### config.mk
export PLATFORM = sky130hd
export DESIGN_NAME = wc_tile_loader_flat
export DESIGN_NICKNAME = d
export VERILOG_FILES = /design/src/rtl/wc_pkg.sv /design/src/rtl/wc_tile_loader_if.sv /design/src/rtl/wc_tile_fifo.sv /design/src/rtl/wc_tile_loader.sv /design/src/flat_wrapper.sv
export SDC_FILE = /design/constraint.sdc
export NUM_CORES = 1
export LEC_CHECK = 0
export ABC_AREA = 1
export CAP_MARGIN = 20
export CORE_MARGIN = 3
export CORE_UTILIZATION = 58
export CTS_BUF_LIST = sky130_fd_sc_hd__clkbuf_16
export CTS_CLUSTER_DIAMETER = 60
export DETAILED_ROUTE_END_ITERATION = 6
export GPL_TIMING_DRIVEN = 0
export PLACE_DENSITY = 0.83
export REMOVE_ABC_BUFFERS = 1
export SLEW_MARGIN = 10
export SYNTH_ARGS = -nofsm -noshare
export SYNTH_HDL_FRONTEND = slang
export SYNTH_SLANG_ARGS = --single-unit
### constraint.sdc
create_clock -name clk -period 5.2 [get_ports clk]
set_clock_uncertainty 0.1 [all_clocks]
set_input_delay 0.78 -clock clk [delete_from_list [all_inputs] [get_ports clk]]
set_output_delay 0.78 -clock clk [all_outputs]
set_load 0.01 [all_outputs]
### src/rtl/wc_pkg.sv
// Shared definitions for the WC_2_4 Winograd datapath: word and tile widths,
// tile-loader FSM encoding and the buffered tile record.
package wc_pkg;
    localparam int W      = 10;
    localparam int TG_W   = 3 * W;
    localparam int TD_W   = 4 * W;
    localparam int TILE_W = TG_W + TD_W;

    typedef enum logic [1:0] {
        HDR  = 2'd0,
        FILT = 2'd1,
        DATA = 2'd2
    } state_t;

    typedef struct packed {
        logic [TG_W-1:0] g;
        logic [TD_W-1:0] d;
    } tile_t;
endpackage

### src/rtl/wc_tile_loader_if.sv
// Pad-side word stream and core-side tile handshake of the tile loader.
interface wc_tile_loader_if;
    import wc_pkg::*;

    logic            in_valid;
    logic [W-1:0]    in_d;
    logic            in_ready;
    logic            out_valid;
    logic            out_ready;
    logic [TG_W-1:0] out_g;
    logic [TD_W-1:0] out_d;
    logic            busy;

    modport slave (
        input  in_valid, in_d, out_ready,
        output in_ready, out_valid, out_g, out_d, busy
    );

    modport master (
        output in_valid, in_d, out_ready,
        input  in_ready, out_valid, out_g, out_d, busy
    );
endinterface

### src/rtl/wc_tile_fifo.sv
// DEPTH-entry tile FIFO with a registered head; a push into an empty (or
// draining-to-empty) buffer is forwarded so the tile appears the next cycle.
module wc_tile_fifo
    import wc_pkg::*;
#(
    parameter int DEPTH = 2
) (
    input  logic  clk,
    input  logic  rst,
    input  logic  push,
    input  tile_t push_data,
    input  logic  pop,
    output tile_t head,
    output logic  full,
    output logic  empty
);
    localparam int AW = (DEPTH > 1) ? $clog2(DEPTH) : 1;
    localparam logic [AW:0] FULL_OCC = DEPTH[AW:0];

    tile_t         mem [DEPTH];
    logic [AW-1:0] wr_ptr_reg;
    logic [AW-1:0] rd_ptr_reg;
    logic [AW-1:0] rd_ptr_next;
    logic [AW:0]   occ_reg;
    tile_t         head_reg;
    tile_t         head_next;
    logic          do_push;
    logic          do_pop;

    assign full    = (occ_reg == FULL_OCC);
    assign empty   = (occ_reg == '0);
    assign do_push = push && !full;
    assign do_pop  = pop && !empty;
    assign head    = head_reg;

    // Head register tracks whichever entry will sit at the read pointer after
    // this cycle, bypassing the write when that entry is being filled now.
    always_comb begin
        rd_ptr_next = do_pop ? rd_ptr_reg + 1'b1 : rd_ptr_reg;
        head_next   = mem[rd_ptr_next];
        if (do_push && (wr_ptr_reg == rd_ptr_next)) begin
            head_next = push_data;
        end
    end

    always_ff @(posedge clk) begin
        if (do_push) begin
            mem[wr_ptr_reg] <= push_data;
        end
    end

    always_ff @(posedge clk) begin
        if (rst) begin
            wr_ptr_reg <= '0;
            rd_ptr_reg <= '0;
            occ_reg    <= '0;
            head_reg   <= '0;
        end else begin
            if (do_push) begin
                wr_ptr_reg <= wr_ptr_reg + 1'b1;
            end
            rd_ptr_reg <= rd_ptr_next;
            head_reg   <= head_next;
            case ({do_push, do_pop})
                2'b10:   occ_reg <= occ_reg + 1'b1;
                2'b01:   occ_reg <= occ_reg - 1'b1;
                default: ;
            endcase
        end
    end
endmodule

### src/rtl/wc_tile_loader.sv
// Frames the pad word stream into {g, d} tiles for the WC_2_4 core and buffers
// finished tiles so framing can continue while the core stalls.
module wc_tile_loader
    import wc_pkg::*;
#(
    parameter int DEPTH = 2
) (
    input  logic             clk,
    input  logic             rst,
    wc_tile_loader_if.slave  bus
);
    state_t          state_reg;
    logic [1:0]      cnt_reg;
    logic [2:0][W-1:0] g_reg;
    logic [2:0][W-1:0] d_reg;
    logic [2:0]      g_we;
    logic [2:0]      d_we;
    logic            last_word;
    logic            ready;
    logic            accept;
    logic            push;
    logic            full;
    logic            empty;
    tile_t           push_tile;
    tile_t           head;

    // Only the tile-completing word can be refused; everything else is staged.
    assign last_word = (state_reg == DATA) && (cnt_reg == 2'd3);
    assign ready     = !(last_word && full);
    assign accept    = bus.in_valid && ready;
    assign push      = accept && last_word;

    assign push_tile.g = g_reg;
    assign push_tile.d = {bus.in_d, d_reg};

    generate
        for (genvar gi = 0; gi < 3; gi++) begin : g_lane
            assign g_we[gi] = accept && (state_reg == FILT) && (cnt_reg == 2'(gi));
            assign d_we[gi] = accept && (state_reg == DATA) && (cnt_reg == 2'(gi));
        end
    endgenerate

    always_ff @(posedge clk) begin
        if (rst) begin
            g_reg <= '0;
            d_reg <= '0;
        end else begin
            for (int i = 0; i < 3; i++) begin
                if (g_we[i]) g_reg[i] <= bus.in_d;
                if (d_we[i]) d_reg[i] <= bus.in_d;
            end
        end
    end

    always_ff @(posedge clk) begin
        if (rst) begin
            state_reg <= HDR;
            cnt_reg   <= '0;
        end else if (accept) begin
            case (state_reg)
                HDR: begin
                    state_reg <= bus.in_d[W-1] ? FILT : DATA;
                    cnt_reg   <= '0;
                end
                FILT: begin
                    if (cnt_reg == 2'd2) begin
                        state_reg <= DATA;
                        cnt_reg   <= '0;
                    end else begin
                        cnt_reg <= cnt_reg + 1'b1;
                    end
                end
                DATA: begin
                    if (cnt_reg == 2'd3) begin
                        state_reg <= HDR;
                        cnt_reg   <= '0;
                    end else begin
                        cnt_reg <= cnt_reg + 1'b1;
                    end
                end
                default: begin
                    state_reg <= HDR;
                    cnt_reg   <= '0;
                end
            endcase
        end
    end

    wc_tile_fifo #(.DEPTH(DEPTH)) u_fifo (
        .clk       (clk),
        .rst       (rst),
        .push      (push),
        .push_data (push_tile),
        .pop       (bus.out_ready),
        .head      (head),
        .full      (full),
        .empty     (empty)
    );

    assign bus.in_ready  = ready;
    assign bus.out_valid = !empty;
    assign bus.out_g     = head.g;
    assign bus.out_d     = head.d;
    assign bus.busy      = (state_reg != HDR);
endmodule
### src/flat_wrapper.sv
// flat-port wrapper written by rule: the top's interface ports become plain ports
module wc_tile_loader_flat import wc_pkg::*;
#(
    parameter int DEPTH = 2
)
  (clk, rst, bus_in_valid, bus_in_d, bus_out_ready, bus_in_ready, bus_out_valid, bus_out_g, bus_out_d, bus_busy);
  wc_tile_loader_if bus_i ();
  input  logic clk;
  input  logic rst;
  input wire logic [$bits(bus_i.in_valid)-1:0] bus_in_valid;
  input wire logic [$bits(bus_i.in_d)-1:0] bus_in_d;
  input wire logic [$bits(bus_i.out_ready)-1:0] bus_out_ready;
  output wire logic [$bits(bus_i.in_ready)-1:0] bus_in_ready;
  output wire logic [$bits(bus_i.out_valid)-1:0] bus_out_valid;
  output wire logic [$bits(bus_i.out_g)-1:0] bus_out_g;
  output wire logic [$bits(bus_i.out_d)-1:0] bus_out_d;
  output wire logic [$bits(bus_i.busy)-1:0] bus_busy;
  assign bus_i.in_valid = bus_in_valid;
  assign bus_i.in_d = bus_in_d;
  assign bus_i.out_ready = bus_out_ready;
  assign bus_in_ready = bus_i.in_ready;
  assign bus_out_valid = bus_i.out_valid;
  assign bus_out_g = bus_i.out_g;
  assign bus_out_d = bus_i.out_d;
  assign bus_busy = bus_i.busy;
  wc_tile_loader #(.DEPTH(DEPTH)) u_core (.clk(clk), .rst(rst), .bus(bus_i));
endmodule
==> flow_summary.toml, run 1 <==
[synthesis]
synth_edf_count = 140
synthArstFlopShare_pct = 0
postSynthCellCount = 1316
synthDistinctLibCells = 24
yosysSeqAreaShare_pct = 60.4
ys_warn_count = 0
synth_most_common_cell = "nand2_1"
synth_commonest_cells = "nand2_1 (285), nand3_1 (276), edfxtp_1 (140)"
yosys.area.top_type = "edfxtp_1"
synth_area_um2 = 11500
synth_top_area_share_pct = 36.4
ys.flop_type = "edfxtp_1"
synth.area.top_cells = "edfxtp_1 (36%), dfxtp_1 (24%), nand3_1 (12%)"
avgSynthCellArea_um2 = 8.77
ys_seq_elements = 278

[clocking]
clock-sinks = 278
worstSkewPairLatency_ns = 0.54
cts_resized = 0
clk_path_buf_depth = 3
cts_setup_buffers = 0
cts_buffers = 28
cts_tree = "done"
htreeDepth = 1
cts_hold_buf = 0
cts_root_buffer = "clkbuf_16"
clkSlewWorstSetupHoldPaths_ns = 0.06

[min_path]
hold_path.class = "in -> reg"

[floorplanning]
coreArea_um2 = 19100
num_rows = 50
die_x_um = 147
die_y_um = 147
io_pins = 87
die_area_um2 = 21600
initial_core_util_pct = 60.3

[finish]
syn_to_final_growth_pct = 18.2
fin_area_um2 = 13600
drive_gt1_share_pct = 10.1
diodes = 0
largest_register_ffs = 140
finalNetCount = 1392

[detailed_routing]
firstDrtPassIters = 5
drc = 0
first_iter_violations = 1217
wl_met3_um = 2880
top_layer = "met4"
wl_per_cell_um = 17.1
vias_per_cell = 5.49
wl_met1_um = 10400
routed_wl_um = 28200
num_vias = 9054
ant_nets = 0
wl_met2_um = 14200

[sta]
hold_viol_final = 0
slew_viol_final = 0
tightest_slew_ns = 0.982
max_freq_mhz = 265
fin_tns_setup_ns = 0
setup_violations = 0
period_needed_ns = 3.77
min_period_over_period_pct = 72.5
rsz0062_at_grt = "no"
hold_slack_ns = 0.342
relSlewSlack_pct = 34.5

[worst_setup_path]
worst-setup-path-type = "reg -> reg"
start_kind = "flop"
r2r_slack_ns = 1.43
cp_max_fo = 27
endpoint_kind = "flop"
worstPathArrival_ns = 3.90
required_ns = 5.33

[global_route]
grt_overflow = 0
antenna_found_initial = 0
grt_usage_pct = 26.1
grt_pass1_vias = 8984
grt_pass1_wl_um = 45600
grt_max_degree = 71

[placement]
numPortBuffers = 86
place_congestion = 0.735
hpwlAfterDp_um = 15600
detailed_place.area_um2 = 12700

[status]
status = "finished clean"

[power_and_ir_drop]
ir_worst_vdd_mv = 0.312
power_density_nw_per_um2 = 333
power.total_mw = 4.55
leakage_nw = 5.50

[flow_run]
cap_violations = 0
==> area by class of cell <==
cell class                 count  area (um2)
tap                          260         325
multi-input combinational    734        3400
clock buffer                  30         751
timing repair buffer         100        1170
clock inverter                21         166
inverter                     226         851
fill                        1378        5510
sequential                   278        6970
==> final timing paths <==
| kind | from | end | cells after the start |
|---|---|---|---|
| setup / recovery | u_core.state_reg[0]$_SDFFE_PP0P_ | u_core.u_fifo.mem[0][31]$_DFFE_PP_ | 12 |
| hold / removal | rst | u_core.g_reg[22]$_SDFFE_PP0P_ | 2 |
| setup reg to reg | u_core.state_reg[0]$_SDFFE_PP0P_ | u_core.u_fifo.mem[0][31]$_DFFE_PP_ | 12 |
| hold reg to reg | u_core.g_reg[8]$_SDFFE_PP0P_ | u_core.u_fifo.mem[0][48]$_DFFE_PP_ | 0 |
==> power breakdown <==
part | switching (mW) | internal [mW]
Sequential | 0.0172 | 2.32
Combinational | 0.137 | 0.0893
Clock | 0.799 | 1.18
Total | 0.952 | 3.59
==> layout by cell type (no fill, tap or decap) <==
cell / count
nand2_1: 282
nand3_1: 276
edfxtp_1: 140
dfxtp_1: 138
inv_1: 91
clkdlybuf4s50_1: 85
clkinv_1: 75
inv_2: 73
nor2_1: 73
a21oi_1: 69
clkbuf_16: 30
ha_1: 10
buf_12: 9
o21ai_0: 7
nor2_4: 5
buf_16: 5
nand2_4: 3
nand3_4: 3
bufinv_16: 3
clkinv_2: 3
nand2_2: 2
o21ai_1: 1
inv_4: 1
a22o_1: 1
or2_2: 1
xor2_1: 1
clkinv_4: 1
buf_2: 1
==> cells by family after synthesis <==
group           after synthesis  synth area share, %
simple gates                645                 24.4
compound gates               78                 3.41
xor+xnor                      1               0.0759
buf+inv                     304                 10.7
flops                       278                 60.4
fa+ha+maj                    10                 1.08
==> metrics by stage <==
stage               util, %  worst slack [ns]  cells
detailed placement     66.4              1.19   1598
CTS                    71.2              1.45   1649
global route           71.2              1.27   1649
floorplan                 -            -0.333   1238
finish                 71.2              1.43   1649
global placement       64.5             -3.45   1584
==> critical path: stages (launching register included) <==
cell and delay (ns):
dfxtp_1 0.37, inv_1 0.08, ha_1 0.24, nand2_1 0.15
inv_1 0.07, nand2_2 0.08, nand2_2 0.17, nor2_4 0.63
buf_12 0.28, inv_2 0.12, nor2_4 0.62, buf_12 0.29
buf_12 0.22
==> per-layer routing <==
metal	GRT usage, %	vias to the layer above
met2	45.3	522
met4	10.1	0
met3	4.44	59
met5	0	-
li1	-	4302
met1	32.7	4171
(Power assumes the default switching activity.)
==> inputs of run 2 (changes only) <==
==> constraint.sdc (replaced) <==
create_clock -name clk -period 3.81 [get_ports clk]
set_clock_uncertainty 0.1 [all_clocks]
set_input_delay 0.5715 -clock clk [delete_from_list [all_inputs] [get_ports clk]]
set_output_delay 0.5715 -clock clk [all_outputs]
set_load 0.01 [all_outputs]
==> run 2 against run 1 <==
Compared with the run above: die area did not move; setup slack got worse by 1.3 ns; via count about the same; clock power grew 36%; critical path depth is 1 lower; total power is 36% higher; highest routed layer unchanged.
==> flow_summary.toml, run 2 (same netlist as run 1, synthesis figures left out) <==
[clocking]
clk_path_buf_depth = 3
cts_root_buffer = "clkbuf_16"
htreeDepth = 1
cts_resized = 0
cts_tree = "done"
clkSlewWorstSetupHoldPaths_ns = 0.06
worstSkewPairLatency_ns = 0.54
clock-sinks = 278
cts_buffers = 28

[sta]
slew_viol_final = 0
hold_slack_ns = 0.131
rsz0062_at_grt = "no"
tightest_slew_ns = 0.977
hold_viol_final = 0
setup_violations = 0
period_needed_ns = 3.64
max_freq_mhz = 275
relSlewSlack_pct = 34.8
fin_tns_setup_ns = 0
min_period_over_period_pct = 95.5

[worst_setup_path]
r2r_cells = 11
critical_path.max_stage_delay_ns = 0.71
worst-setup-path-type = "reg -> reg"
slowest_stage = "nor2_4"
endpoint_kind = "flop"
start_kind = "flop"
worstPathArrival_ns = 3.77
required_ns = 3.94
worstPathCellList = "inv_1 > ha_1 > nand2_1 > inv_1 > nand2_2 > nand2_2 > nor2_4 > buf_12 > inv_2 > nor2_4 > buf_12"
cp_max_fo = 27

[floorplanning]
die_y_um = 147
die_x_um = 147
num_rows = 50
die_area_um2 = 21600
io_pins = 87
coreArea_um2 = 19100
initial_core_util_pct = 60.3

[power_and_ir_drop]
ir_worst_vdd_mv = 0.429
power.total_mw = 6.20
power_density_nw_per_um2 = 455
leakage_nw = 5.51

[global_route]
grt_overflow = 0
grt_pass1_wl_um = 45600
grt_max_degree = 71
grt_usage_pct = 26.1
antenna_found_initial = 0
grt_pass1_vias = 8984

[placement]
numPortBuffers = 86
hpwlAfterDp_um = 15600
place_congestion = 0.735

[finish]
final_common_cell = "nand2_1"
drive_gt1_share_pct = 10.1
diodes = 0
final_cell_mix = "nand2_1 (282), nand3_1 (276), edfxtp_1 (140)"
finalNetCount = 1393
syn_to_final_growth_pct = 18.2
final_util_pct = 71.3
largest_register_ffs = 140

[detailed_routing]
ant_nets = 0
vias_per_cell = 5.49
routed_wl_um = 28300
first_iter_violations = 1130
num_vias = 9051
firstDrtPassIters = 6
wl_per_cell_um = 17.2
drc = 0

[status]
status = "finished clean"

[min_path]
hold-path-cell-count = 2
hold_path.class = "in -> reg"

[flow_run]
cap_violations = 0
-- run 2: worst paths after layout --
| check | end | slack, ns | startpoint |
|---|---|---|---|
| worst max-delay path | u_core.u_fifo.mem[1][25]$_DFFE_PP_ | 0.17 | u_core.state_reg[0]$_SDFFE_PP0P_ |
| worst min-delay path | u_core.g_reg[22]$_SDFFE_PP0P_ | 0.13 | rst |
| worst max register to register | u_core.u_fifo.mem[1][25]$_DFFE_PP_ | 0.17 | u_core.state_reg[0]$_SDFFE_PP0P_ |
| worst min register to register | u_core.u_fifo.mem[1][56]$_DFFE_PP_ | 0.38 | u_core.g_reg[16]$_SDFFE_PP0P_ |
-- run 2: per-stage QoR --
step                      setup WS (ns)  instances  cell area (um2)
final                             0.170       1650            13600
after global routing            0.00724       1650            13600
after CTS                        0.0632       1649            13600
after detailed placement        0.00520       1598            12700
after global placement            -4.63       1584            12300
after floorplan                   -1.72       1238            11200
-- run 2: critical path: cells and delay by family, from the launching register on --
family        cells  cell delay, ns
simple gates      5            1.73
buf+inv           5            0.86
fa+ha+maj         1            0.24
flops             1            0.37
-- run 2: repair_timing --
item                                    4_1_cts  5_1_grt
setup buffers                                 0        0
hold buffers                                  0        0
hold endpoints to repair                      0        0
endpoints found under the setup margin        0       27
-- run 2: area by class of cell --
class	instances	area, um2
multi-input combinational	735	3410
fill	1378	5500
timing repair buffer	100	1170
sequential	278	6970
clock buffer	30	751
inverter	226	851
clock inverter	21	166
tap	260	325
-- run 2: power breakdown --
part	internal, mW	switching [mW]	leakage [nW]
sequential	3.17	0.0234	2.39
clock	1.61	1.09	0.484
combinational	0.122	0.187	2.63
-- run 2: per-layer routing --
metal / global-route usage (%) / vias to the layer above / routed length (um)
li1: - / 4308 / -
met1: 32.7 / 4178 / 10500
met2: 45.3 / 489 / 14100
met3: 4.44 / 76 / 2740
met4: 10.1 / 0 / 913
met5: 0 / - / 0
==> inputs of run 3 (changes only) <==
--- a/config.mk
+++ b/config.mk
@@ -13,6 +13,7 @@
 export CTS_CLUSTER_DIAMETER = 60
 export DETAILED_ROUTE_END_ITERATION = 6
 export GPL_TIMING_DRIVEN = 0
+export HOLD_SLACK_MARGIN = 0.03
 export PLACE_DENSITY = 0.83
 export REMOVE_ABC_BUFFERS = 1
 export SLEW_MARGIN = 10
==> results of run 3 <==
Final layout, timing and power as in run 2 (identical DEF).
